## src/rtl/dma_periph_pkg.sv

```systemverilog
// dma_periph_pkg: shared state/direction types and default bus width for dma_periph_port
package dma_periph_pkg;
  localparam int DW_DEFAULT = 8;
  typedef enum logic [2:0] {IDLE, ARM, WAIT, ACK, DONE} state_t;
  typedef enum logic {DEV2MEM, MEM2DEV} dir_t;
endpackage

```

## src/rtl/dma_periph_fifo.sv

```systemverilog
// dma_periph_fifo: synchronous FIFO with full/empty flags; head reads 0 when empty
module dma_periph_fifo #(
  parameter int DW = 8,
  parameter int DEPTH = 4
) (
  input  logic          clk,
  input  logic          rst_n,
  input  logic          wr,
  input  logic [DW-1:0] wdata,
  input  logic          rd,
  output logic [DW-1:0] rdata,
  output logic          full,
  output logic          empty
);
  localparam int AW = DEPTH > 1 ? $clog2(DEPTH) : 1;
  localparam int CW = AW + 1;
  logic [DW-1:0] mem [DEPTH];
  logic [AW-1:0] wp, rp;
  logic [CW-1:0] cnt;
  logic push, pop;
  assign push = wr && !full;
  assign pop = rd && !empty;
  assign full = cnt == CW'(DEPTH);
  assign empty = cnt == '0;
  assign rdata = empty ? '0 : mem[rp];
  always_ff @(posedge clk)
    if (push) mem[wp] <= wdata;
  always_ff @(posedge clk or negedge rst_n)
    if (!rst_n) begin
      wp <= '0;
      rp <= '0;
      cnt <= '0;
    end else begin
      if (push) wp <= wp + AW'(1);
      if (pop) rp <= rp + AW'(1);
      cnt <= cnt + CW'(push) - CW'(pop);
    end
endmodule

```

## src/rtl/dma_periph_port.sv

```systemverilog
// dma_periph_port: peripheral DMA handshake port with TX/RX FIFOs; WAIT state built only with DMA_PERIPH_WAIT_EN
module dma_periph_port
  import dma_periph_pkg::*;
#(
  parameter int DW = DW_DEFAULT,
  parameter int DEPTH = 4,
  parameter int WAIT_CYCLES = 2
) (
  input  logic          CLK,
  input  logic          RESET_N,
  output logic          DREQ,
  input  logic          DACK,
  input  logic          IOR,
  input  logic          IOW,
  output logic          READY,
  output logic          EOP,
  output logic [DW-1:0] DB_OUT,
  output logic          DB_OE,
  input  logic [DW-1:0] DB_IN,
  input  logic          start,
  input  logic          dir,
  input  logic [15:0]   block_len,
  input  logic          abort,
  output logic          done,
  input  logic [DW-1:0] tx_wdata,
  input  logic          tx_wr,
  output logic          tx_full,
  output logic [DW-1:0] rx_rdata,
  input  logic          rx_rd,
  output logic          rx_empty
);
  if (WAIT_CYCLES < 0 || WAIT_CYCLES > 15) begin : g_range
    $error("WAIT_CYCLES must be 0..15");
  end
  state_t state, state_n;
  dir_t dir_q;
  logic [15:0] count;
  logic eop_q, strobe, data_ok, rdy, skip_wait, commit, tx_empty, rx_full;
  logic [DW-1:0] tx_head;
  assign strobe = dir_q == MEM2DEV ? IOW : IOR;
  assign data_ok = dir_q == DEV2MEM ? !tx_empty : !rx_full;
`ifdef DMA_PERIPH_WAIT_EN
  logic [3:0] wcnt;
  assign rdy = state != WAIT || wcnt == 4'(WAIT_CYCLES);
  assign skip_wait = WAIT_CYCLES == 0;
  always_ff @(posedge CLK or negedge RESET_N)
    if (!RESET_N) wcnt <= '0;
    else wcnt <= state == WAIT && state_n == WAIT ? wcnt + 4'd1 : 4'd0;
`else
  assign rdy = 1'b1;
  assign skip_wait = 1'b1;
`endif
  // entering ACK is the commit edge; abort overrides any pending commit
  always_comb begin
    state_n = state;
    commit = 1'b0;
    case (state)
      IDLE: if (start) state_n = block_len == '0 ? DONE : ARM;
      ARM: if (strobe && DACK && data_ok) begin
        state_n = skip_wait ? ACK : WAIT;
        commit = skip_wait;
      end
`ifdef DMA_PERIPH_WAIT_EN
      WAIT: if (!(strobe && DACK)) state_n = ARM;
        else if (rdy) begin
          state_n = ACK;
          commit = 1'b1;
        end
`endif
      ACK: if (!strobe) state_n = count == '0 ? DONE : ARM;
      default: state_n = IDLE;
    endcase
    if (abort && state != IDLE) begin
      state_n = IDLE;
      commit = 1'b0;
    end
  end
  always_ff @(posedge CLK or negedge RESET_N)
    if (!RESET_N) begin
      state <= IDLE;
      dir_q <= DEV2MEM;
      count <= '0;
      eop_q <= 1'b0;
    end else begin
      state <= state_n;
      eop_q <= (abort && state != IDLE) || (commit && count == 16'd1);
      if (state == IDLE && start) begin
        dir_q <= dir_t'(dir);
        count <= block_len;
      end else if (commit) count <= count - 16'd1;
    end
  assign READY = rdy;
  assign EOP = eop_q;
  assign done = state == DONE;
  assign DREQ = state == ARM ? data_ok : state == WAIT ? 1'b1 : state == ACK ? count != '0 : 1'b0;
  assign DB_OE = DACK && IOR && dir_q == DEV2MEM && (state == WAIT || state == ACK);
  assign DB_OUT = DB_OE ? tx_head : '0;
  dma_periph_fifo #(.DW(DW), .DEPTH(DEPTH)) u_tx (
    .clk(CLK), .rst_n(RESET_N), .wr(tx_wr), .wdata(tx_wdata),
    .rd(commit && dir_q == DEV2MEM), .rdata(tx_head), .full(tx_full), .empty(tx_empty)
  );
  dma_periph_fifo #(.DW(DW), .DEPTH(DEPTH)) u_rx (
    .clk(CLK), .rst_n(RESET_N), .wr(commit && dir_q == MEM2DEV), .wdata(DB_IN),
    .rd(rx_rd), .rdata(rx_rdata), .full(rx_full), .empty(rx_empty)
  );
endmodule

```

## config.mk

```make
export PLATFORM = sky130hd
export DESIGN_NAME = dma_periph_port
export DESIGN_NICKNAME = d
export VERILOG_FILES = /design/src/rtl/dma_periph_pkg.sv /design/src/rtl/dma_periph_fifo.sv /design/src/rtl/dma_periph_port.sv
export SDC_FILE = /design/constraint.sdc
export NUM_CORES = 1
export LEC_CHECK = 0
export BUFFER_PORTS_ARGS = -buffer_cell sky130_fd_sc_hd__buf_2
export CORE_ASPECT_RATIO = 2
export CORE_MARGIN = 2
export CORE_UTILIZATION = 50
export CTS_CLUSTER_DIAMETER = 80
export DETAILED_ROUTE_END_ITERATION = 10
export PLACE_DENSITY = 0.74
export SLEW_MARGIN = 0
export SYNTH_ARGS = -nofsm -noshare
export SYNTH_HDL_FRONTEND = slang
export SYNTH_SLANG_ARGS = --single-unit
```

## constraint.sdc

```tcl
create_clock -name CLK -period 3.95 [get_ports CLK]
set_input_delay 0.1975 -clock CLK [delete_from_list [all_inputs] [get_ports CLK]]
set_output_delay 0.1975 -clock CLK [all_outputs]
set_load 0.005 [all_outputs]
```

==> summary.md <==
| Metric | Value |
|---|---|
| Status | completed |
| Post-synth EDFFs | 64 |
| Final Hold Fails | 0 |
| CTS buffer count | 9 |
| Power density cells | 676 nW/um^2 |
| Area of the core | 8950 um^2 |
| Leak pwr | 2.08 nW |
| First-pass GRT wire length | 14.2 mm |
| Largest area contributor in the netlist | edfxtp_1 |
| Distinct cell type count after synthesis | 52 |
| Worst setup SP type | flip-flop |
| Floorplan row count | 49 |
| Post-route DRC violation count | 0 |
| Commonest non-fill, non-tap cell in the layout | edfxtp_1 |
| Final min period | 3.27 ns |
| Vias in the first global route | 2947 |
| Grt ovf | 0 |
| Max Clock Freq | 306 MHz |
| Max Slew Vio Count | 0 |
| Largest net degree at the start of global routing | 36 |
| Initial core utilization | 51.2% |
| Final Net Count | 452 |
| Mapped cell area | 4580 um^2 |
| Worst-Margin Slew | 0.920 ns |
| Most frequent cells in the layout | edfxtp_1 (64), buf_2 (63), dfrtp_1 (35), nand2_1 (25), inv_1 (19) |
| Crit-path max FO | 9 |
| Clock-pin slew of the registers on the worst-case setup and hold paths | 0.06 ns |
| Synth top area share | 41.9% |
| Worst hold slack | 0.0711 ns |
| Max-cap violation count | 0 |
| Via count | 2937 |
| # resized after CTS | 0 |
| H-tree levels | 3 |
| Worst vdd ir | 0.000515 V |
| Total GRT Usage | 18.8% |
| Routed Antenna Nets | 0 |
| DP Cell Count | 484 |
| Die H | 139 um |
| Worst Path Arrival | 3.54 ns |
| Mean post-synth cell area | 13.7 um^2 |
| Longest Clk Path Bufs | 2 |
| Routed len/inst | 17.9 um |
| Number of cells in the finished layout apart from fillers | 501 |
| Final wirelength | 8.96 mm |
| Share of cells above drive strength 1 | 26.6% |
| Die area | 9990 um^2 |
| DRT Pass-1 Iters | 5 |
| Syn Inst Count | 335 |
| Antenna diodes | 0 |
| Worst skew pair latency | 0.34 ns |
| CTS tree | built |
| Setup TNS | 0 ns |
| IO Count | 65 |
| Area delta synth->final | 15.3% |
| Sequential fraction of the synthesis area | 61.1% |
| Final GP Congestion | 0.868 |
| Skew final | 0.00551 ns |
| FF+latch count, synth | 99 |
| Setup violators final | 0 |
| Slew headroom | 38.2% |
| CTS Sinks | 99 |
| Synth area leaders | edfxtp_1 (42%), dfrtp_1 (19%), mux4_2 (7.9%) |
| Critical Path End Type | flip-flop |
| Required time of the critical path | 4.22 ns |
| HPWL after detailed placement | 6.62 mm |
| Tightest Hold Check Type | input port to flip-flop |
| Cell count of the worst reg-to-reg path | 10 |
| Initial antenna violation count | 0 |
| Critical path class | flip-flop to flip-flop |
| Post-synth net total | 393 |
| RSZ-0062 raised after global routing | no |
| I/O Buffers | 63 |
| Initial DRC count | 210 |
| Vias/cell | 5.86 |
| Die Span X | 71.7 um |
| Worst hold path depth | 3 |
| Ys flop type | edfxtp_1 |
| FFs w/ async S/R, synth | 35.4% |
| Tcrit/Tclk final | 82.8% |
| Clock root buffer | clkbuf_16 |
| Ys Warns | 0 |
==> final cells by class <==
type | count | area, um^2
clock buffer | 10 | 239
clock inverter | 6 | 88.8
fill | 716 | 3670
inverter | 19 | 71.3
multi-input combinational | 200 | 1630
sequential | 99 | 2800
tap | 102 | 128
timing repair buffer | 65 | 333
==> worst max-delay path, stage by stage (launching register included) <==
cell and delay [ns]:
dfrtp_1 0.46, or4b_4 0.58, or3_1 0.46, nor3b_1 0.42, ha_1 0.31, inv_1 0.06, ha_1 0.14, inv_1 0.05
fa_1 0.37, xnor2_1 0.21, xnor2_1 0.14
==> synthesized netlist by cell type (2+ instances only) <==
library cell	n
edfxtp_1	64
dfrtp_1	35
nand2_1	25
inv_1	19
mux4_2	16
ha_1	14
nor2_1	11
nor3_1	11
nor2b_1	10
and2_1	9
and3_1	9
nor4_1	9
xnor2_1	9
a21oi_1	8
clkbuf_1	8
nand3_1	6
o21ai_0	6
o211ai_1	5
nand2b_1	4
o22ai_1	4
or3_1	4
buf_1	3
nand4_1	3
nor3b_1	3
o221a_2	3
or4_1	3
a221o_1	2
buf_2	2
buf_6	2
fa_1	2
o311ai_0	2
o31ai_1	2
o32a_1	2
xor2_1	2
==> metrics by stage <==
step | util [%] | setup slack [ns] | area (um^2) | power (mW)
after floorplan | - | 0.870 | 4580 | 2.34
after global placement | 55.3 | 0.813 | 4950 | 2.60
after detailed placement | 55.3 | 0.702 | 4950 | 2.66
after CTS | 59.0 | 0.688 | 5280 | 3.60
after global routing | 59.0 | 0.510 | 5280 | 3.80
final | 59.0 | 0.681 | 5280 | 3.57
==> sequential cells by signal, summed over array words and instances, names as in the netlist, 2 cells and up <==
register / flops
u_rx.mem: 32
u_tx.mem: 32
count: 16
state: 3
u_rx.cnt: 3
u_tx.cnt: 3
u_rx.rp: 2
u_rx.wp: 2
u_tx.rp: 2
u_tx.wp: 2
==> layer usage <==
| metal | global-route usage [%] | part of all wire, % | vias to the layer above | wire, um |
|---|---|---|---|---|
| li1 | - | - | 1380 | - |
| met1 | 19.8 | 36 | 1444 | 3240 |
| met2 | 33.8 | 56 | 93 | 4980 |
| met3 | 4.78 | 5.0 | 20 | 451 |
| met4 | 8.94 | 3.2 | 0 | 289 |
| met5 | 0 | 0 | - | 0 |
==> power by group <==
part	switching, mW	total [mW]	internal (mW)
Combinational	0.476	0.999	0.524
Sequential	0.282	1.64	1.35
Clock	0.364	0.936	0.572
Total	1.12	3.57	2.45
==> timing repair <==
item,4_1_cts,5_1_grt
endpoints found under the hold margin,35,0
hold buffers,1,0
buffers inserted,0,0
==> worst paths after layout <==
path                              from           to  slack [ns]
min in group asynchronous      RESET_N     count[0]        0.46
min reg2reg                u_tx.cnt[2]  u_tx.cnt[2]        0.50
min                                dir        dir_q        0.07
max reg2reg                   state[2]  u_tx.cnt[2]        0.68
max                           state[2]  u_tx.cnt[2]        0.68
max in group asynchronous      RESET_N  u_tx.cnt[0]        3.00
==> logic make-up (layout without fill, tap and decap cells) <==
logic type                 Yosys count  after routing  synth area share, %
muxes                               18             18                 8.33
buffers and inverters               36            100                 3.44
AOI/OAI and AO/OA                   43             43                 7.05
and+or+nand+nor                    111            111                 13.2
other                                1              1               0.0818
DFF                                 99             99                 61.1
xor gates and xnor gates            11             11                 2.10
adders and majority gates           16             16                 4.70
Power figures use the tool's default switching activity.
